==> config.mk <==
export PLATFORM = sky130hd
export DESIGN_NAME = f1_start_sequencer_flat
export DESIGN_NICKNAME = d
export VERILOG_FILES = /design/src/rtl/f1_start_sequencer_if.sv /design/src/rtl/f1_start_sequencer.sv /design/src/flat_wrapper.sv
export SDC_FILE = /design/constraint.sdc
export NUM_CORES = 1
export LEC_CHECK = 0
export CORE_MARGIN = 4
export CORE_UTILIZATION = 35
export CTS_BUF_LIST = sky130_fd_sc_hd__clkbuf_16
export DETAILED_ROUTE_END_ITERATION = 10
export HOLD_SLACK_MARGIN = 0.12
export PLACE_DENSITY = 0.54
export REMOVE_ABC_BUFFERS = 1
export SYNTH_ARGS = -nofsm -noshare
export SYNTH_HDL_FRONTEND = slang
export SYNTH_SLANG_ARGS = --single-unit
==> constraint.sdc <==
create_clock -name sysclk -period 4.23 [get_ports sysclk]
set_clock_uncertainty 0.1 [all_clocks]
set_input_delay 0.846 -clock sysclk [delete_from_list [all_inputs] [get_ports sysclk]]
set_output_delay 0.846 -clock sysclk [all_outputs]
set_load 0.02 [all_outputs]
==> src/rtl/f1_start_sequencer_if.sv <==
// Handshake between the start sequencer and the shared countdown delay block.
// The sequencer requests a delay of n_out cycles with trigger; the block answers with a time_out pulse.
interface f1_start_sequencer_if #(
    parameter int BIT_SZ = 14
);
    logic              trigger;
    logic [BIT_SZ-1:0] n_out;
    logic              time_out;

    modport master (output trigger, output n_out, input time_out);
    modport slave  (input trigger, input n_out, output time_out);
endinterface

==> src/rtl/f1_start_sequencer.sv <==
// F1 reaction-timer sequencer: lights five start lights through the delay block,
// holds them for a random interval, then times the player's response after lights out.
module f1_start_sequencer #(
    parameter int BIT_SZ   = 14,
    parameter int STEP_N   = 500,
    parameter int MIN_RAND = 100
) (
    input  logic                  sysclk,
    input  logic                  rst,
    input  logic                  start,
    input  logic                  resp,
    input  logic [BIT_SZ-1:0]     rand_val,
    f1_start_sequencer_if.master  dly,
    output logic [4:0]            ledr,
    output logic [BIT_SZ-1:0]     react_time,
    output logic                  react_valid,
    output logic                  jump_start,
    output logic [2:0]            state
);

    typedef enum logic [2:0] {
        S_IDLE  = 3'd0,
        S_STEP  = 3'd1,
        S_GAP   = 3'd2,
        S_RAND  = 3'd3,
        S_COUNT = 3'd4,
        S_DONE  = 3'd5,
        S_FAULT = 3'd6
    } state_e;

    localparam logic [BIT_SZ-1:0] STEP_N_C   = BIT_SZ'(STEP_N);
    localparam logic [BIT_SZ-1:0] MIN_RAND_C = BIT_SZ'(MIN_RAND);
    localparam logic [BIT_SZ-1:0] CNT_MAX_C  = {BIT_SZ{1'b1}};

    function automatic logic [BIT_SZ-1:0] sat_inc(input logic [BIT_SZ-1:0] v);
        if (v == CNT_MAX_C) begin
            sat_inc = v;
        end else begin
            sat_inc = v + {{(BIT_SZ-1){1'b0}}, 1'b1};
        end
    endfunction

    // Hold length is never below the clamp and never zero, even if the clamp is zero.
    function automatic logic [BIT_SZ-1:0] hold_len(input logic [BIT_SZ-1:0] r);
        logic [BIT_SZ-1:0] m;
        m = (r < MIN_RAND_C) ? MIN_RAND_C : r;
        if (m == {BIT_SZ{1'b0}}) begin
            hold_len = {{(BIT_SZ-1){1'b0}}, 1'b1};
        end else begin
            hold_len = m;
        end
    endfunction

    state_e            state_q, state_d;
    logic [2:0]        lit_q, lit_d;
    logic              gap_q, gap_d;
    logic [BIT_SZ-1:0] cnt_q, cnt_d;
    logic              trigger_q, trigger_d;
    logic [BIT_SZ-1:0] n_out_q, n_out_d;
    logic [4:0]        ledr_q, ledr_d;
    logic [BIT_SZ-1:0] react_time_q, react_time_d;
    logic              react_valid_q, react_valid_d;
    logic              jump_q, jump_d;
    logic              outstanding_q, outstanding_d;

    // Next-state and next-output computation for the sequencer FSM.
    always_comb begin
        state_d       = state_q;
        lit_d         = lit_q;
        gap_d         = gap_q;
        cnt_d         = cnt_q;
        trigger_d     = trigger_q;
        n_out_d       = n_out_q;
        ledr_d        = ledr_q;
        react_time_d  = react_time_q;
        react_valid_d = 1'b0;
        jump_d        = jump_q;

        case (state_q)
            S_IDLE: begin
                trigger_d = 1'b0;
                ledr_d    = 5'b00000;
                jump_d    = 1'b0;
                if (start) begin
                    state_d   = S_STEP;
                    lit_d     = 3'd0;
                    n_out_d   = STEP_N_C;
                    trigger_d = 1'b1;
                end else begin
                    state_d   = S_IDLE;
                end
            end
            S_STEP: begin
                if (resp) begin
                    state_d   = S_FAULT;
                    trigger_d = 1'b0;
                    ledr_d    = 5'b11111;
                    jump_d    = 1'b1;
                end else if (dly.time_out) begin
                    state_d   = S_GAP;
                    trigger_d = 1'b0;
                    ledr_d    = ledr_q | (5'b00001 << lit_q);
                    lit_d     = lit_q + 3'd1;
                    gap_d     = 1'b0;
                end else begin
                    trigger_d = 1'b1;
                end
            end
            S_GAP: begin
                if (resp) begin
                    state_d   = S_FAULT;
                    trigger_d = 1'b0;
                    ledr_d    = 5'b11111;
                    jump_d    = 1'b1;
                end else if (!gap_q) begin
                    gap_d     = 1'b1;
                end else if (lit_q < 3'd5) begin
                    state_d   = S_STEP;
                    n_out_d   = STEP_N_C;
                    trigger_d = 1'b1;
                end else begin
                    state_d   = S_RAND;
                    n_out_d   = hold_len(rand_val);
                    trigger_d = 1'b1;
                end
            end
            S_RAND: begin
                if (resp) begin
                    state_d   = S_FAULT;
                    trigger_d = 1'b0;
                    ledr_d    = 5'b11111;
                    jump_d    = 1'b1;
                end else if (dly.time_out) begin
                    state_d   = S_COUNT;
                    trigger_d = 1'b0;
                    ledr_d    = 5'b00000;
                    cnt_d     = {BIT_SZ{1'b0}};
                end else begin
                    trigger_d = 1'b1;
                end
            end
            S_COUNT: begin
                // The counter already holds k once resp is seen k cycles after lights out.
                cnt_d = sat_inc(cnt_q);
                if (resp) begin
                    state_d       = S_DONE;
                    react_time_d  = cnt_d;
                    react_valid_d = 1'b1;
                end else begin
                    state_d       = S_COUNT;
                end
            end
            S_DONE: begin
                ledr_d = 5'b00000;
                if (!start && !resp) begin
                    state_d = S_IDLE;
                end else begin
                    state_d = S_DONE;
                end
            end
            S_FAULT: begin
                trigger_d = 1'b0;
                ledr_d    = 5'b11111;
                jump_d    = 1'b1;
                if (!start && !resp && !outstanding_q) begin
                    state_d = S_IDLE;
                    ledr_d  = 5'b00000;
                    jump_d  = 1'b0;
                end else begin
                    state_d = S_FAULT;
                end
            end
            default: begin
                state_d   = S_IDLE;
                trigger_d = 1'b0;
                ledr_d    = 5'b00000;
                jump_d    = 1'b0;
                lit_d     = 3'd0;
            end
        endcase

        // A fresh request takes precedence over a stray completion arriving on the same edge.
        if (trigger_d && !trigger_q) begin
            outstanding_d = 1'b1;
        end else if (dly.time_out) begin
            outstanding_d = 1'b0;
        end else begin
            outstanding_d = outstanding_q;
        end
    end

    // State and output registers.
    always_ff @(posedge sysclk or posedge rst) begin
        if (rst) begin
            state_q       <= S_IDLE;
            lit_q         <= 3'd0;
            gap_q         <= 1'b0;
            cnt_q         <= {BIT_SZ{1'b0}};
            trigger_q     <= 1'b0;
            n_out_q       <= {BIT_SZ{1'b0}};
            ledr_q        <= 5'b00000;
            react_time_q  <= {BIT_SZ{1'b0}};
            react_valid_q <= 1'b0;
            jump_q        <= 1'b0;
            outstanding_q <= 1'b0;
        end else begin
            state_q       <= state_d;
            lit_q         <= lit_d;
            gap_q         <= gap_d;
            cnt_q         <= cnt_d;
            trigger_q     <= trigger_d;
            n_out_q       <= n_out_d;
            ledr_q        <= ledr_d;
            react_time_q  <= react_time_d;
            react_valid_q <= react_valid_d;
            jump_q        <= jump_d;
            outstanding_q <= outstanding_d;
        end
    end

    assign dly.trigger = trigger_q;
    assign dly.n_out   = n_out_q;
    assign ledr        = ledr_q;
    assign react_time  = react_time_q;
    assign react_valid = react_valid_q;
    assign jump_start  = jump_q;
    assign state       = state_q;

endmodule

==> src/flat_wrapper.sv <==
// flat-port wrapper written by rule: the top's interface ports become plain ports
module f1_start_sequencer_flat 
#(
    parameter int BIT_SZ   = 14,
    parameter int STEP_N   = 500,
    parameter int MIN_RAND = 100
)
  (sysclk, rst, start, resp, rand_val, ledr, react_time, react_valid, jump_start, state, dly_trigger, dly_n_out, dly_time_out);
  f1_start_sequencer_if #(.BIT_SZ(BIT_SZ)) dly_i ();
  input  logic sysclk;
  input  logic rst;
  input  logic start;
  input  logic resp;
  input  logic [BIT_SZ-1:0] rand_val;
  output logic [4:0] ledr;
  output logic [BIT_SZ-1:0] react_time;
  output logic react_valid;
  output logic jump_start;
  output logic [2:0] state;
  output wire logic [$bits(dly_i.trigger)-1:0] dly_trigger;
  output wire logic [$bits(dly_i.n_out)-1:0] dly_n_out;
  input wire logic [$bits(dly_i.time_out)-1:0] dly_time_out;
  assign dly_trigger = dly_i.trigger;
  assign dly_n_out = dly_i.n_out;
  assign dly_i.time_out = dly_time_out;
  f1_start_sequencer #(.BIT_SZ(BIT_SZ), .STEP_N(STEP_N), .MIN_RAND(MIN_RAND)) u_core (.sysclk(sysclk), .rst(rst), .start(start), .resp(resp), .rand_val(rand_val), .dly(dly_i), .ledr(ledr), .react_time(react_time), .react_valid(react_valid), .jump_start(jump_start), .state(state));
endmodule
==> flow_metrics.py <==
metrics = {
    "setup_path": {
        "cp.depth": 1,
        "end_kind": "output port",
        "worstPathRequired_ns": 3.28,
        "timing.rr.start": "u_core.state[2]",
        "path_delay_family": "flip-flops",
        "cp.arrival_ns": 1.89,
        "worstSetupStartpointType": "flop",
        "cp_cell_sequence": "clkdlybuf4s50_1",
        "worstRegToRegCells": 4,
        "rrSetupSlack_ns": 1.74,
        "crit_buf_inv": 1,
        "worstSetupPathType": "flop to output port",
        "cpPeakStageDelay_ns": 0.82,
        "crit_fanout": 26,
        "crit_slowest_cell": "dfrtp_1",
        "startpoint": "u_core.state[1]",
    },
    "min_path": {
        "min_path_cells": 2,
        "min_from": "u_core.dly.n_out[8]",
        "hp-class": "flop to flop",
    },
    "job": {
        "cap_violations": 0,
    },
    "routing": {
        "drc_errors": 0,
        "avgViaCountPerCell": 5.35,
        "drt_pass1_iterations": 4,
        "met3RoutedLength_um": 326,
        "top_layer_used": "met4",
        "drt_iter0_markers": 134,
        "antenna_left": 0,
        "wl_met1_mm": 3.92,
        "vias": 2716,
        "routedWlPerCell_um": 15.5,
        "routed_wl_mm": 7.86,
        "wl_met2_mm": 3.48,
    },
    "yosys": {
        "yosys-top-cells-count": "dfrtp_1, nand2_1, nor2_1",
        "async_flop_share_pct": 100,
        "synth_top_cell_area_share_pct": 46.9,
        "ys.flop_type": "dfrtp_1",
        "yosys_warnings": 0,
        "yosys-top-cells-area": "dfrtp_1, nand2_1, nor2_1",
        "yosysSeqAreaShare_pct": 46.9,
        "syn_avg_cell_area_um2": 8.95,
        "synth_cell_types": 53,
        "syn_area_mm2": 0.00310,
        "synth-edff-count": 0,
        "ys_seq_elements": 58,
        "yosys.cell_count.top_type": "dfrtp_1",
        "synth_top_cell_by_area": "dfrtp_1",
        "synth_cells": 346,
    },
    "global_routing": {
        "grt_usage_pct": 15.6,
        "grt_pass1_wl_mm": 12.7,
        "antenna_found_initial": 0,
        "grt_max_degree": 36,
        "grt-ovfl-total": 0,
        "grt_pass1_vias": 2514,
    },
    "placed_design": {
        "place_area_mm2": 0.00373,
        "gp_congestion": 0.808,
        "port_buffers": 57,
        "dpl.hpwl_mm": 5.52,
    },
    "clock_tree": {
        "htree_levels": 3,
        "cts_resized": 0,
        "cts_made_buffers": 9,
        "path_clk_slew_ns": 0.05,
        "cts_tree": "yes",
        "cts_setup_buffers": 0,
        "insertion_delay_ns": 0.33,
        "clockBufferDepth": 2,
        "postCtsHoldBufs": 0,
        "root_buffer": "clkbuf_16",
        "numClockSinks": 58,
    },
    "sta": {
        "slew_violations": 0,
        "slew_headroom_pct": 40.7,
        "setup_viol": 0,
        "period_share_pct": 67.0,
        "timing.setup.tns_ns": 0,
        "max_freq_mhz": 353,
        "worst_slew_pin_slew_ns": 0.887,
        "hold_viol": 0,
        "fin_crit_ns": 2.83,
        "timing.hold.ws_ns": 0.369,
        "rsz0062_at_grt": "false",
    },
    "pwr": {
        "peakVddDrop_v": 0.000299,
        "powerDensity_mw_per_mm2": 704,
        "leakagePower_nw": 1.72,
    },
    "final_layout": {
        "drive_above_1_share_pct": 6.25,
        "register_area_mm2": 0.00145,
        "antenna_cells": 0,
        "nFillCells": 846,
        "fin_area_mm2": 0.00407,
        "fin_nets": 420,
        "area_growth_pct": 31.3,
        "multi_input_comb_area_mm2": 0.00152,
        "utilization_pct": 46.9,
    },
    "die": {
        "initial_core_util_pct": 35.7,
        "die-height_um": 102,
        "io_pins": 58,
        "core_area_mm2": 0.00868,
        "num_rows": 34,
        "dieArea_mm2": 0.0104,
        "die_x_um": 102,
    },
    "run_status": {
        "status": "finished, final reports clean",
    },
}
-- cell type report --
cell class                      count  share of cell area (%)
Inverter                           10                   0.923
Tap cell                          108                    3.32
Multi-Input combinational cell    257                    37.4
Sequential cell                    58                    35.7
Clock buffer                        9                    5.54
Clock inverter                      7                    2.68
Timing Repair Buffer               59                    14.4
-- per-stage QoR --
stage,std cells,worst slack (ns),total power [W]
2_1_floorplan,325,1.79,0.00161
4_1_cts,508,1.39,0.00289
3_3_place_gp,492,1.15,0.00204
5_1_grt,508,1.15,0.00305
3_5_place_dp,492,1.11,0.00205
6_report,508,1.40,0.00286
-- placed cells by master, fill, tap and decap left out, drive strengths merged, types with 3 or more instances in the layout --
cell type	n
a22o	7
mux2	3
dfrtp	58
a21oi	17
clkdlybuf4s50	57
o21ai	34
xnor2	4
and3	3
nor3	7
or3	3
inv	11
clkbuf	9
nand3	12
nand2b	3
o31ai	8
and2	3
nor2	31
bufinv	3
a21boi	3
ha	6
nand2	55
nor4	4
o211ai	3
a211oi	7
a31oi	9
nand4	3
o22a	4
mux2i	6
-- state kept, by name, summed over array words and instances (netlist names) --
name                  count
u_core.dly.n_out         14
u_core.jump_start         1
u_core.cnt_q             14
u_core.lit_q              3
u_core.state              3
u_core.react_time        14
u_core.react_valid        1
u_core.gap_q              1
u_core.outstanding_q      1
u_core.dly.trigger        1
u_core.ledr               5
-- worst paths after layout --
| check | end |
|---|---|
| setup / recovery | state[1] |
| hold / removal | u_core.dly.n_out[8] |
| setup reg to reg | u_core.react_time[13] |
| hold reg to reg | u_core.dly.n_out[8] |
| max in group asynchronous | u_core.gap_q |
| min in group asynchronous | u_core.lit_q[2] |
-- kinds of logic (layout without fill, tap and decap cells) --
| group | after synthesis | in the layout | synth area share [%] |
|---|---|---|---|
| AO/OA/AOI/OAI | 105 | 105 | 21.7 |
| AND/OR/NAND/NOR | 132 | 132 | 20.6 |
| buffers and inverters | 31 | 85 | 3.96 |
| adder cells (fa/ha/maj) | 6 | 6 | 2.42 |
| XOR/XNOR | 5 | 5 | 1.41 |
| flip-flops | 58 | 58 | 46.9 |
| multiplexers | 9 | 9 | 3.03 |
-- metal layers --
layer  GRT usage, %  up-vias
li1               -     1344
met5              0        -
met2           23.3       56
met4           6.05        0
met3           2.94       10
met1           22.5     1306
-- power by group --
part	internal, W	switching (W)
Clock	0.000568	0.000252
Sequential	0.000735	0.000257
Combinational	0.000466	0.000584
Total	0.00177	0.00109
No activity file was read; power rests on OpenSTA's default activity.
